[config.mk]
export PLATFORM = sky130hd
export DESIGN_NAME = mem_arbiter
export DESIGN_NICKNAME = d
export VERILOG_FILES = /design/src/rtl/mem_arbiter.sv
export SDC_FILE = /design/constraint.sdc
export NUM_CORES = 1
export LEC_CHECK = 0
export ABC_AREA = 1
export ABC_CLOCK_PERIOD_IN_PS = 1400
export BUFFER_PORTS_ARGS = -buffer_cell sky130_fd_sc_hd__buf_2
export CAP_MARGIN = 40
export CORE_MARGIN = 3
export CORE_UTILIZATION = 46
export CTS_CLUSTER_DIAMETER = 100
export DETAILED_ROUTE_END_ITERATION = 10
export GPL_TIMING_DRIVEN = 0
export PLACE_DENSITY = 0.8
export SLEW_MARGIN = 20
export SYNTH_ARGS = -nofsm -noshare
export SYNTH_HDL_FRONTEND = slang
export SYNTH_SLANG_ARGS = --single-unit
[constraint.sdc]
create_clock -name clk -period 1.4 [get_ports clk]
set_input_delay 0.14 -clock clk [delete_from_list [all_inputs] [get_ports clk]]
set_output_delay 0.14 -clock clk [all_outputs]
set_load 0.05 [all_outputs]
[src/rtl/mem_arbiter.sv]
// Shares one main-memory port between I-cache line fills and D-cache fills or stores.
// Define ROUND_ROBIN_EN to alternate grants on contention; the default gives D priority.
module mem_arbiter #(
    parameter int ADDR_W         = 16,
    parameter int WORDS_PER_LINE = 8,
    parameter int OFF_W          = 3
) (
    input  logic              clk,
    input  logic              rst_n,
    input  logic              i_req,
    input  logic [ADDR_W-1:0] i_addr,
    input  logic              d_req,
    input  logic              d_we,
    input  logic [ADDR_W-1:0] d_addr,
    input  logic [15:0]       d_wdata,
    output logic              mem_en,
    output logic              mem_wr,
    output logic [ADDR_W-1:0] mem_addr,
    output logic [15:0]       mem_wdata,
    input  logic [15:0]       mem_rdata,
    input  logic              mem_valid,
    output logic [15:0]       fill_data,
    output logic [OFF_W-1:0]  fill_word,
    output logic              i_fill_we,
    output logic              d_fill_we,
    output logic              i_done,
    output logic              d_done,
    output logic              busy
);

    localparam logic [2:0] ST_IDLE    = 3'd0;
    localparam logic [2:0] ST_I_FILL  = 3'd1;
    localparam logic [2:0] ST_D_FILL  = 3'd2;
    localparam logic [2:0] ST_D_WRITE = 3'd3;
    localparam logic [2:0] ST_DONE    = 3'd4;

    localparam logic [OFF_W:0]    ISSUE_LAST = (OFF_W+1)'(WORDS_PER_LINE);
    localparam logic [OFF_W-1:0]  RET_LAST   = OFF_W'(WORDS_PER_LINE - 1);
    localparam logic [ADDR_W-1:0] LINE_MASK  = ADDR_W'(2 * WORDS_PER_LINE - 1);

    logic [2:0]        state_q, state_d;
    logic [ADDR_W-1:0] addr_q, addr_d;
    logic [15:0]       wdata_q, wdata_d;
    logic [OFF_W:0]    k_q, k_d;        // reads issued so far, saturates at W
    logic [OFF_W-1:0]  r_q, r_d;        // words returned so far
    logic              gnt_d_q, gnt_d_d; // 1 = D side owns the current transaction
`ifdef ROUND_ROBIN_EN
    logic              rr_q, rr_d;      // side granted last, 1 = D
`endif

    logic              pick_d;
    logic              in_fill;
    logic              ret;
    logic [ADDR_W-1:0] line_base;

`ifdef ROUND_ROBIN_EN
    assign pick_d = (d_req && i_req) ? ~rr_q : d_req;
`else
    assign pick_d = d_req;
`endif

    assign in_fill   = (state_q == ST_I_FILL) || (state_q == ST_D_FILL);
    assign ret       = in_fill && mem_valid;
    assign line_base = addr_q & ~LINE_MASK;

    // NOTE: every next-state variable takes its current value first so no path leaves it unassigned (no latch).
    always_comb begin
        state_d = state_q;
        addr_d  = addr_q;
        wdata_d = wdata_q;
        k_d     = k_q;
        r_d     = r_q;
        gnt_d_d = gnt_d_q;
`ifdef ROUND_ROBIN_EN
        rr_d    = rr_q;
`endif
        unique case (state_q)
            ST_IDLE: begin
                if (d_req || i_req) begin
                    gnt_d_d = pick_d;
                    k_d     = '0;
                    r_d     = '0;
`ifdef ROUND_ROBIN_EN
                    rr_d    = pick_d;
`endif
                    if (pick_d) begin
                        addr_d  = d_addr;
                        wdata_d = d_wdata;
                        state_d = d_we ? ST_D_WRITE : ST_D_FILL;
                    end else begin
                        addr_d  = i_addr;
                        state_d = ST_I_FILL;
                    end
                end
            end
            ST_I_FILL, ST_D_FILL: begin
                if (k_q < ISSUE_LAST) begin
                    k_d = k_q + 1'b1;
                end
                // Requests are not looked at here: in-flight reads always drain.
                if (mem_valid) begin
                    r_d = r_q + 1'b1;
                    if (r_q == RET_LAST) begin
                        state_d = ST_DONE;
                    end
                end
            end
            ST_D_WRITE: state_d = ST_DONE;
            ST_DONE:    state_d = ST_IDLE;
            default:    state_d = ST_IDLE;
        endcase
    end

    // NOTE: state registers use non-blocking assignments so all flops update together at the edge.
    always_ff @(posedge clk or negedge rst_n) begin
        if (!rst_n) begin
            state_q <= ST_IDLE;
            addr_q  <= '0;
            wdata_q <= '0;
            k_q     <= '0;
            r_q     <= '0;
            gnt_d_q <= 1'b0;
`ifdef ROUND_ROBIN_EN
            rr_q    <= 1'b1;
`endif
        end else begin
            state_q <= state_d;
            addr_q  <= addr_d;
            wdata_q <= wdata_d;
            k_q     <= k_d;
            r_q     <= r_d;
            gnt_d_q <= gnt_d_d;
`ifdef ROUND_ROBIN_EN
            rr_q    <= rr_d;
`endif
        end
    end

    always_comb begin
        mem_en    = 1'b0;
        mem_wr    = 1'b0;
        mem_addr  = '0;
        mem_wdata = '0;
        if (in_fill && (k_q < ISSUE_LAST)) begin
            mem_en   = 1'b1;
            mem_addr = line_base + ADDR_W'({k_q[OFF_W-1:0], 1'b0});
        end else if (state_q == ST_D_WRITE) begin
            mem_en    = 1'b1;
            mem_wr    = 1'b1;
            mem_addr  = addr_q;
            mem_wdata = wdata_q;
        end
    end

    // Returns outside a fill (idle, store, or after a reset) are dropped here.
    assign fill_data = ret ? mem_rdata : 16'h0000;
    assign fill_word = ret ? r_q : '0;
    assign i_fill_we = ret && !gnt_d_q;
    assign d_fill_we = ret && gnt_d_q;
    assign i_done    = (state_q == ST_DONE) && !gnt_d_q;
    assign d_done    = (state_q == ST_DONE) && gnt_d_q;
    assign busy      = (state_q != ST_IDLE);

`ifndef SYNTHESIS
    a_fill_excl: assert property (@(posedge clk) disable iff (!rst_n) !(i_fill_we && d_fill_we));
    a_done_excl: assert property (@(posedge clk) disable iff (!rst_n) !(i_done && d_done));
`endif

endmodule

# Yosys cells after proc, flatten, opt, wreduce, memory -nomap -nowiden
# Index checks and enable logic that the tools add are counted.
totals:
  regBits: 43
  inputBits: 70
op_classes:
  n_addsub: 3
  order_cmp: 1
  n_eq_ne: 9
  mux: 22
  reduce_logical: 18
op_table:
  columns: ["cell", "count"]
  rows:
  - ["$mux W16", 6]
  - ["$mux W3", 6]
  - ["$add A16 B4 Y16", 1]
  - ["$reduce_and A3 Y1", 4]
  - ["$pmux W3 S3", 1]
  - ["$mux W4", 2]
  - ["$ne A2 B2 Y1 const B", 4]
  - ["$pmux W4 S2", 1]
  - ["$eq A3 B2 Y1 const B", 2]
  - ["$eq A3 B3 Y1 const B", 2]
  - ["$logic_and A1 B1 Y1", 6]
  - ["$pmux W3 S2", 1]
  - ["$add A4 B1 Y4 const B", 1]
  - ["$lt A4 B4 Y1 const B", 1]
  - ["$mux W1", 4]
  - ["$add A3 B1 Y3 const B", 1]
  - ["$eq A3 B1 Y1 const B", 1]
  - ["$logic_not A3 Y1", 1]
  - ["$reduce_bool A3 Y1", 1]
  - ["$logic_or A1 B1 Y1", 2]
  - ["$mux W2", 1]
  - ["$reduce_and A2 Y1", 1]
  - ["$reduce_bool A2 Y1", 1]
  - ["$reduce_or A2 Y1", 1]
  - ["$logic_not A1 Y1", 1]

# Longest topological paths before layout
# Gate-level depths: netlist of run 1.
logic_depth:
  word_depth: 4
  depth_mapped: 7
  mapped_depth_nobuf: 7

# Worst setup path before layout of run 1
# No wires, ideal clock.
synth_timing:
  path_type: "register -> output"
  start: "reg state_q[0]"
  end: "out mem_addr[1]"
  arrival_time_ps: 1782
  required_ps: 1260
  path_slack_ps: -522
  stages_incl_launch_ff: 5
  path_cell_list: "dfrtp_1 nand2_2 inv_2 nand2_2 o21ai_0"
synth_via:
  elab_chain_cells: 4
synth_lines:
  columns: ["element", "line_no", "source"]
  rows:
  - ["start: declaration", "41", "logic [2:0] state_q, state_d;"]
  - ["start signal: assignment", "127", "state_q <= state_d;"]
  - ["$eq A3 B1 Y1 or $eq A3 B2 Y1 (tied branches)", "62", "assign in_fill = (state_q == ST_I_FILL) || (state_q == ST_D_FILL);"]
  - ["$logic_or A1 B1 Y1", "62", null]
  - ["$logic_and A1 B1 Y1", "144", "if (in_fill && (k_q < ISSUE_LAST)) begin"]
  - ["$mux W16 (*)", "144", null]
  - ["end: declaration", "18", "output logic [ADDR_W-1:0] mem_addr,"]
# Every way passes the cells marked *; elsewhere a longest branch is shown, timed or not.

# Worst setup path after layout of run 1
layout_timing:
  start: "reg state_q[0]"
  end: "out mem_addr[9]"
# Same word-level chain as after synthesis.

==> results.py, run 1 <==
metrics = {
    "critical_path": {
        "setup.worst_path.start_class": "register",
        "crit_type": "reg -> out",
        "crit_path_frequent_cell": "nand2_4",
        "cp.required_ns": 1.26,
        "critPathMaxStageDelay_ns": 0.46,
        "critPathCaptureType": "primary output",
        "cp_cell_sequence": "inv_2, nand2_4, nand4_4, nand2_4, inv_8, buf_12, nor2_4, buf_8",
        "cp_slowest_cell": "dfrtp_2",
        "cp_data_arrival_time_ns": 1.65,
        "crit_fanout": 5,
    },
    "synth": {
        "netlist_area_um2": 2585,
        "synth_cell_types": 23,
        "synth_seq_area_share_pct": 41.63,
        "syn-num-nets": 428,
        "ys_async_sr_fraction_pct": 100.0,
        "synth-edff-count": 0,
        "synth_top_area_share_pct": 41.63,
        "yosysMostFrequentCell": "nand2_1",
        "ys_ff_latch": 43,
        "ys.flop_type": "dfrtp_1",
        "postSynthAreaPerCell_um2": 7.282,
        "synth_common_cells": "nand2_1, inv_1, nor2_1",
        "synth_area_leaders": "dfrtp_1, nand2_1, inv_1, nor2_1, o21ai_0",
        "syn_inst": 355,
        "ys_warn_count": 0,
        "yosysTopAreaCell": "dfrtp_1",
    },
    "routing": {
        "via_per_inst": 5.181,
        "drcViolationCount": 0,
        "final_antenna_net_count": 0,
        "wl_met3_um": 768,
        "routed-via-count": 3036,
        "drt_iter0_drc": 178,
        "wl_per_cell_um": 17.72,
        "met2_length_um": 5409,
        "dr.pass1.iters": 5,
        "wl_met1_um": 3774,
        "wl_um": 10380,
        "highest_layer": "met4",
    },
    "sta": {
        "hold_viol": 0,
        "setup-violations-final": 101,
        "drv_slew": 0,
        "max-slew-margin-rel_pct": 79.40,
        "fin_crit_sh_pct": 127.5,
        "min_period_ns": 1.786,
        "fmax_ghz": 0.5600,
        "rsz0062_at_grt": "true",
        "postLayoutSetupSlackWorst_ns": -0.3856,
        "hold_slack_ns": 0.05188,
        "skew_ns": 0.008695,
        "worst_pin_slew_ns": 0.3090,
    },
    "global_routing": {
        "grt_pass1_wl_um": 12700,
        "grt_max_degree": 33,
        "grt_antenna_before_repair": 0,
        "grtUsageTotal_pct": 24.98,
        "grt-ovfl-total": 0,
        "grt_pass1_vias": 2697,
    },
    "hold_path": {
        "min-delay-path-class": "in -> reg",
    },
    "final_layout": {
        "fin_util_pct": 88.03,
        "fin_nets": 588,
        "syn_to_final_growth_pct": 79.48,
        "final_layout_size_suffix_gt1_share_pct": 51.74,
        "n_antenna_cell": 0,
    },
    "clock_network": {
        "insertion_delay_ns": 0.30,
        "clk_pin_slew_worst_paths_ns": 0.09,
        "cts_tree": "built",
        "htree_levels": 2,
        "numCtsBuffers": 5,
        "clockBufferDepth": 2,
        "cts_sinks": 43,
        "root_buffer": "clkbuf_8",
    },
    "status": {
        "violations": "negative setup slack",
        "status": "complete, but fails checks",
    },
    "floorplanning": {
        "io_pins": 128,
        "die_area_um2": 6555,
        "die_w_um": 80.97,
        "rows": 26,
        "core_um2": 5270,
        "initial_utilization_pct": 49.05,
        "die_h_um": 80.97,
    },
    "pwr": {
        "leakage_nw": 2.366,
        "peakVddDrop_mv": 1.318,
        "powerDensity_nw_per_um2": 2313,
    },
    "placed_design": {
        "pre_cts_ws_ns": -0.1861,
        "dp_hpwl_um": 5322,
        "port_buffers": 126,
        "place.gp.congestion": 0.7934,
    },
    "run": {
        "drv_cap": 0,
    },
}
-- kinds of logic (layout without fill, tap and decap cells) --
kind of cell             after synthesis  in the layout  synth area share, %
flip-flops                            43             43                41.63
adder cells (fa/ha/maj)                3              3                1.452
XOR/XNOR                               1              1               0.3389
AND/OR/NAND/NOR                      188            189                32.82
buffers and inverters                 81            241                15.15
AO/OA/AOI/OAI                         39             39                8.616
-- final timing paths --
kind | startpoint | end | slack [ns] | depth (start not counted)
setup reg to reg | state_q[0] | wdata_q[1] | -0.26 | 8
setup / recovery | state_q[0] | mem_addr[9] | -0.39 | 8
min in group asynchronous | rst_n | wdata_q[0] | 0.25 | 2
hold reg to reg | r_q[1] | r_q[1] | 0.55 | 2
hold / removal | d_wdata[10] | wdata_q[10] | 0.05 | 3
max in group asynchronous | rst_n | state_q[2] | 0.66 | 3
-- flip-flops by register name (all words and copies together), names as in the netlist --
name	flops
wdata_q	16
r_q	3
state_q	3
addr_q	16
k_q	4
gnt_d_q	1
-- timing repair --
| item | CTS | global route |
|---|---|---|
| buffers inserted | 7 | 9 |
| hold buffers | 1 | 0 |
| pin swaps | 3 | 8 |
| endpoints found under the setup margin | 58 | 97 |
| endpoints found under the hold margin | 11 | 0 |
| gates cloned | 0 | 9 |
| gates resized for setup | 142 | 47 |
-- power breakdown --
group	internal [mW]	switching, mW	total (mW)
Clock	0.342	0.437	0.779
Sequential	1.80	0.344	2.15
Combinational	3.00	4.81	7.81
-- per-layer routing --
layer	vias to the layer above	track usage (%)
met3	51	5.654
li1	1372	-
met5	-	0
met4	0	6.926
met2	183	44.75
met1	1430	29.94
-- cells in the final DEF (no fill, tap or decap), types with 4 or more instances in the layout --
| cell | Yosys | routed |
|---|---|---|
| nand3_1 | 8 | 5 |
| nor2_4 | 4 | 51 |
| nor2_1 | 49 | 7 |
| buf_2 | 4 | 71 |
| inv_1 | 62 | 58 |
| clkbuf_8 | 0 | 5 |
| nor2_2 | 10 | 6 |
| o21ai_1 | 5 | 4 |
| nand2_4 | 2 | 6 |
| o21ai_2 | 7 | 8 |
| buf_4 | 1 | 12 |
| buf_6 | 8 | 51 |
| clkbuf_16 | 0 | 5 |
| buf_12 | 1 | 6 |
| buf_8 | 0 | 20 |
| dfrtp_1 | 43 | 40 |
| o21ai_0 | 26 | 25 |
| inv_2 | 4 | 6 |
| nand2_1 | 107 | 105 |
-- per-stage QoR --
step | setup TNS [ns] | total power [mW] | area [um^2] | instances
after global placement | -6.385 | 7.344 | 3626 | 551
after CTS | -16.18 | 9.249 | 4260 | 568
after floorplan | -2.489 | 6.439 | 2908 | 355
after detailed placement | -7.284 | 7.490 | 3646 | 552
after global routing | -31.08 | 11.25 | 4639 | 586
final | -26.25 | 10.73 | 4639 | 586
-- critical path: cells and delay by family, from the launching register on --
family	cells	cell delay [ns]
buffers and inverters	4	0.41
and+or+nand+nor	4	0.46
DFF	1	0.46
-- final cells by class --
class	instances	area [um^2]
sequential	43	1080
multi-input combinational	232	1546
clock buffer	5	68.82
clock inverter	3	15.01
fill	240	630.6
inverter	67	266.5
tap	70	87.58
timing repair buffer	152	1379
buffer	14	196.4
(Power assumes the default switching activity.)
==> run 2: changes to the inputs <==
==> constraint.sdc (replaced) <==
create_clock -name clk -period 1.4 [get_ports clk]
set_input_delay 0.14 -clock clk [delete_from_list [all_inputs] [get_ports clk]]
set_output_delay 0.14 -clock clk [all_outputs]
set_load 0.02 [all_outputs]
==> run 2 against run 1 <==
  * The flow still finishes with violations (negative setup slack)
  * Sequential share of layout area is 0.75 points higher
  * Fmax hardly changed
  * Count of clock-buffer cells in the layout stayed put
  * Sequential power is 2% lower
  * Cell count is 0.85% higher
  * Clock skew hardly changed
  * Setup slack worse by 0.00077 ns
  * Clock power is 4.5% higher
  * Die area stayed put
  * Hold slack better by 0.0048 ns
  * Register-to-register slack better by 0.05 ns
  * Critical endpoint is now fill_data[5]
  * Largest cell class unchanged
==> results.py, run 2 (synthesis gave the netlist of run 1 again) <==
metrics = {
    "status": {
        "status": "complete, but fails checks",
        "violations": "negative setup slack",
    },
    "placed_design": {
        "dpl.cell_count": 552,
        "dp_hpwl_um": 4999,
        "place.gp.congestion": 0.8225,
        "port_buffers": 126,
    },
    "sta": {
        "hold_viol": 0,
        "min_period_ns": 1.786,
        "rsz0062_at_grt": "true",
        "setup-violations-final": 101,
        "fmax_ghz": 0.5598,
        "fin_crit_sh_pct": 127.6,
        "max-slew-margin-rel_pct": 64.81,
        "postLayoutSetupSlackWorst_ns": -0.3864,
        "worst_pin_slew_ns": 0.5278,
        "skew_ns": 0.008781,
        "drv_slew": 0,
    },
    "pwr": {
        "leakage_nw": 2.342,
        "powerDensity_nw_per_um2": 2101,
        "intPower_mw": 5.061,
        "clkPwrFrac_pct": 8.6,
        "seqPwrFrac_pct": 22.4,
        "comb_power_share_pct": 69.0,
        "finalPower_mw": 9.443,
        "sw_frac_of_total_pct": 46.41,
        "switchingPower_mw": 4.383,
        "peakVddDrop_mv": 1.603,
    },
    "final_layout": {
        "reg.largest.list": "addr_q: 16 flops, wdata_q: 16 flops, k_q: 4 flops",
        "n_antenna_cell": 0,
        "multi_input_area_um2": 1479,
        "syn_to_final_growth_pct": 73.86,
        "fin_nets": 593,
        "fin_cells": 591,
        "layout_commonest_cell": "nand2_1",
        "regArea_um2": 1080,
        "final_cell_mix": "nand2_1, buf_2, buf_6",
        "final_layout_size_suffix_gt1_share_pct": 52.02,
        "fillers": 267,
    },
    "hold_path": {
        "hold_start": "d_wdata[11]",
        "hold_depth": 3,
        "min-delay-path-class": "in -> reg",
        "holdPathEnd": "wdata_q[11]",
    },
    "clock_network": {
        "cts_tree": "built",
        "root_buffer": "clkbuf_8",
        "htree_levels": 2,
        "numCtsBuffers": 5,
        "insertion_delay_ns": 0.30,
        "clockBufferDepth": 2,
        "cts_sinks": 43,
        "clk_pin_slew_worst_paths_ns": 0.09,
    },
    "routing": {
        "final_antenna_net_count": 0,
        "drcViolationCount": 0,
        "dr.pass1.iters": 4,
        "wl_per_cell_um": 15.64,
        "routed-via-count": 2937,
        "via_per_inst": 4.970,
        "drt_iter0_drc": 129,
        "wl_um": 9244,
    },
    "global_routing": {
        "grt_max_degree": 24,
        "grt-ovfl-total": 0,
        "grt_pass1_wl_um": 10920,
        "grt_antenna_before_repair": 0,
        "grtUsageTotal_pct": 21.41,
        "grt_pass1_vias": 2534,
    },
    "critical_path": {
        "r2r_setup_slack_ns": -0.21,
        "r2r_start": "state_q[1]",
        "critPathCaptureType": "primary output",
        "r2r_cells": 8,
        "setup.worst_path.start_class": "register",
        "cp.required_ns": 1.26,
        "crit_fanout": 5,
        "crit_type": "reg -> out",
        "cp_data_arrival_time_ns": 1.65,
        "r2r-end": "wdata_q[13]",
    },
    "floorplanning": {
        "initial_utilization_pct": 49.05,
        "io_pins": 128,
        "die_h_um": 80.97,
        "rows": 26,
        "die_area_um2": 6555,
        "die_w_um": 80.97,
        "core_um2": 5270,
    },
    "run": {
        "drv_cap": 0,
    },
}
## run 2: cell count changes in the layout (fill, tap and decap cells not counted), sizes merged
cell and delta:
inv +1, buf +7, clkbuf -2, clkinv -2, clkinvlp +1
## run 2: final cells by class
class | instances | share of cell area (%)
Clock inverter | 3 | 0.5568
Timing Repair Buffer | 157 | 29.37
Multi-Input combinational cell | 232 | 32.91
Tap cell | 70 | 1.949
Inverter | 67 | 5.874
Clock buffer | 5 | 1.531
Sequential cell | 43 | 24.03
Buffer | 14 | 3.786
## run 2: power groups by stage
stage | Clock [mW] | Combinational, mW | Sequential, mW
after CTS | 0.822 | 4.85 | 2.07
after floorplan | 0 | 2.82 | 2.00
after detailed placement | 0 | 3.82 | 2.07
final | 0.814 | 6.51 | 2.11
after global routing | 0.861 | 6.92 | 2.16
after global placement | 0 | 3.73 | 2.04
## run 2: per-layer routing
| layer | vias up | wire [um] | global-route usage (%) |
|---|---|---|---|
| li1 | 1387 | - | - |
| met1 | 1359 | 3435 | 25.27 |
| met2 | 157 | 4762 | 38.10 |
| met3 | 34 | 686 | 3.437 |
| met4 | 0 | 360 | 9.628 |
| met5 | - | 0 | 0 |
## run 2: timing repair
| action | CTS | global route |
|---|---|---|
| buffers inserted | 11 | 9 |
| resized for setup | 112 | 133 |
| cloned | 2 | 9 |
| hold buffers | 1 | 0 |
| hold endpoints to repair | 20 | 0 |
| setup endpoints to repair | 58 | 98 |
| pin swaps | 7 | 8 |
## run 2: through the flow
stage	utilization (%)	instance area [um^2]	setup TNS, ns	setup WS (ns)	hold WS (ns)
final	85.28	4494	-20.16	-0.3864	0.05668
after global routing	85.28	4494	-26.40	-0.4532	0.05301
after CTS	73.24	3860	-11.37	-0.2621	0.04143
after detailed placement	63.20	3331	-0.8913	-0.07843	0.1368
after global placement	62.68	3303	-0.2556	-0.05590	0.3299
after floorplan	-	2585	0	0.03948	-0.1556
## run 2: critical path: stages, from the launching register on
cell and delay, ns:
dfrtp_2 0.45, nor2_4 0.07, nor2_4 0.12, nand2_2 0.08, inv_4 0.09, nand2_8 0.07, buf_6 0.14, nor2_2 0.14
buf_4 0.17
## run 2: how the worst max path moves through the flow
stage	slack, ns	startpoint	endpoint	cells after the start
3_5_place_dp	-0.08	state_q[1]	mem_addr[2]	6
6_report	-0.39	state_q[1]	fill_data[5]	8
4_1_cts	-0.26	state_q[1]	mem_addr[10]	8
2_1_floorplan	0.04	state_q[0]	mem_addr[2]	5
3_3_place_gp	-0.06	state_q[1]	mem_addr[2]	6
5_1_grt	-0.45	state_q[1]	fill_data[5]	8
==> run 3: changes to the inputs <==
--- a/config.mk
+++ b/config.mk
@@ -8,13 +8,12 @@
 export ABC_AREA = 1
 export ABC_CLOCK_PERIOD_IN_PS = 1400
 export BUFFER_PORTS_ARGS = -buffer_cell sky130_fd_sc_hd__buf_2
-export CAP_MARGIN = 40
 export CORE_MARGIN = 3
-export CORE_UTILIZATION = 46
+export CORE_UTILIZATION = 40
 export CTS_CLUSTER_DIAMETER = 100
 export DETAILED_ROUTE_END_ITERATION = 10
 export GPL_TIMING_DRIVEN = 0
-export PLACE_DENSITY = 0.8
+export PLACE_DENSITY = 0.71
 export SLEW_MARGIN = 20
 export SYNTH_ARGS = -nofsm -noshare
 export SYNTH_HDL_FRONTEND = slang
==> run 3 against run 2 <==
  * The run still ends with negative setup slack left
  * Via count down 9.6%
  * Power fell by 15%
  * First-iteration DRC count shrank 22%
  * Die area rose by 14%
  * Routed wire length shrank 24%
  * Sequential share of layout area increased by 3.2 points
  * Final area fell by 12%
  * Cell count down 1.7%
  * Sequential cell count stayed put
  * Non-clock buffer count decreased by 15
  * Sequential power fell by 3%
  * Clock skew barely moved
==> results.py, run 3 (synthesis gave the netlist of run 1 again) <==
metrics = {
    "placed_design": {
        "pre_cts_ws_ns": -0.05423,
        "place.gp.congestion": 0.7702,
        "port_buffers": 126,
        "dp_hpwl_um": 4934,
        "dpl.cell_count": 556,
    },
    "routing": {
        "final_antenna_net_count": 0,
        "dr.pass1.iters": 4,
        "drt_iter0_drc": 100,
        "via_per_inst": 4.570,
        "drcViolationCount": 0,
        "routed-via-count": 2655,
        "wl_um": 7056,
        "wl_per_cell_um": 12.14,
    },
    "floorplanning": {
        "die_area_um2": 7463,
        "rows": 28,
        "core_um2": 6096,
        "initial_utilization_pct": 42.41,
        "die_w_um": 86.39,
        "io_pins": 128,
        "die_h_um": 86.39,
    },
    "final_layout": {
        "final_cell_mix": "nand2_1, buf_2, inv_1",
        "fin_cells": 581,
        "reg.largest.list": "addr_q: 16 flops, wdata_q: 16 flops, k_q: 4 flops",
        "final_layout_size_suffix_gt1_share_pct": 44.47,
        "layout_commonest_cell": "nand2_1",
        "syn_to_final_growth_pct": 53.44,
        "fin_nets": 578,
        "n_antenna_cell": 0,
    },
    "hold_path": {
        "hold_start": "d_wdata[8]",
        "min-delay-path-class": "in -> reg",
    },
    "status": {
        "status": "complete, but fails checks",
        "violations": "negative setup slack",
    },
    "critical_path": {
        "setup.worst_path.start_class": "register",
        "critPathCaptureType": "primary output",
        "crit_type": "reg -> out",
        "cpLargestDelayFamily": "flip-flops",
        "r2r_start": "state_q[0]",
        "cp_slowest_cell": "dfrtp_2",
        "cp.required_ns": 1.26,
        "path_buf_inv": 3,
        "crit_fanout": 10,
        "worstSetupStartpoint": "state_q[0]",
        "cp_data_arrival_time_ns": 1.54,
        "critPathMaxStageDelay_ns": 0.44,
        "cp_cell_sequence": "nor2_4, nor2_4, nand2_4, inv_4, nand2_4, buf_8, nor2_2, buf_4",
    },
    "sta": {
        "fmax_ghz": 0.5946,
        "fin_crit_sh_pct": 120.1,
        "min_period_ns": 1.682,
        "fin_tns_setup_ns": -12.18,
        "hold_viol": 0,
        "hold_slack_ns": 0.04715,
        "max-slew-margin-rel_pct": 63.07,
        "worst_pin_slew_ns": 0.5540,
        "drv_slew": 0,
        "postLayoutSetupSlackWorst_ns": -0.2818,
        "setup-violations-final": 75,
        "skew_ns": 0.009019,
        "rsz0062_at_grt": "true",
    },
    "run": {
        "drv_cap": 0,
    },
    "clock_network": {
        "clockBufferDepth": 2,
        "root_buffer": "clkbuf_8",
        "cts_sinks": 43,
        "numCtsBuffers": 5,
        "clk_pin_slew_worst_paths_ns": 0.08,
        "insertion_delay_ns": 0.29,
        "cts_tree": "built",
        "htree_levels": 2,
    },
    "pwr": {
        "powerDensity_nw_per_um2": 2015,
        "finalPower_mw": 7.991,
        "intPower_mw": 4.452,
        "leakage_nw": 2.203,
        "seqPwrFrac_pct": 25.7,
        "peakVddDrop_mv": 1.102,
        "comb_power_share_pct": 62.3,
        "sw_frac_of_total_pct": 44.29,
        "switchingPower_mw": 3.539,
        "clkPwrFrac_pct": 12.0,
    },
    "global_routing": {
        "grt-ovfl-total": 0,
        "grt_pass1_wl_um": 11430,
        "grt_antenna_before_repair": 0,
        "grtUsageTotal_pct": 18.94,
        "grt_pass1_vias": 2501,
        "grt_max_degree": 44,
    },
}
-- run 3: per-layer routing --
layer  wire [um]  track usage (%)
met1        3030            24.44
met5           0                0
met2        3557            32.55
met4          81            4.816
met3         386            3.707
-- run 3: stage by stage --
stage | utilization [%] | instance area (um^2)
2_1_floorplan | - | 2585
3_3_place_gp | 54.29 | 3309
3_5_place_dp | 54.29 | 3309
4_1_cts | 61.74 | 3764
5_1_grt | 65.07 | 3966
6_report | 65.07 | 3966
-- run 3: tightest hold or removal path, stage by stage --
cell and delay [ns]:
buf_2 0.07, nand2_1 0.05, o21ai_2 0.05
-- run 3: path summary, 6_finish.rpt --
kind	to	slack (ns)	cells after the start
setup / recovery	fill_data[0]	-0.28	8
hold / removal	wdata_q[8]	0.05	3
min in group asynchronous	k_q[1]	0.36	2
max in group asynchronous	state_q[0]	0.62	2
hold reg to reg	k_q[3]	0.51	2
setup reg to reg	addr_q[6]	-0.04	7
-- run 3: power groups by stage --
| stage | registers [mW] | logic (mW) | clock network (mW) |
|---|---|---|---|
| floorplan | 2.00 | 2.82 | 0 |
| global placement | 2.04 | 3.76 | 0 |
| detailed placement | 2.06 | 3.83 | 0 |
| CTS | 2.05 | 4.58 | 0.990 |
| global route | 2.12 | 5.44 | 1.04 |
| finish | 2.05 | 4.98 | 0.958 |
-- run 3: repair_timing --
action                                  in CTS  in global routing
endpoints found under the setup margin      58                 92
gates resized for setup                     91                 40
buffers inserted                             8                  2
hold buffers                                 0                  1
gates cloned                                 1                  5
hold endpoints to repair                     0                 43
pin swaps                                    6                  4
-- run 3: area by class of cell --
| type | count | area (um^2) |
|---|---|---|
| fillers | 535 | 2130 |
| multi-input cells | 232 | 1270 |
| flip-flops and latches | 43 | 1080 |
| repair buffers | 142 | 989.7 |
| inverters | 67 | 259.0 |
| plain buffers | 14 | 161.4 |
| well taps | 75 | 93.84 |
| clock buffers | 5 | 68.82 |
| clock inverters | 3 | 43.79 |
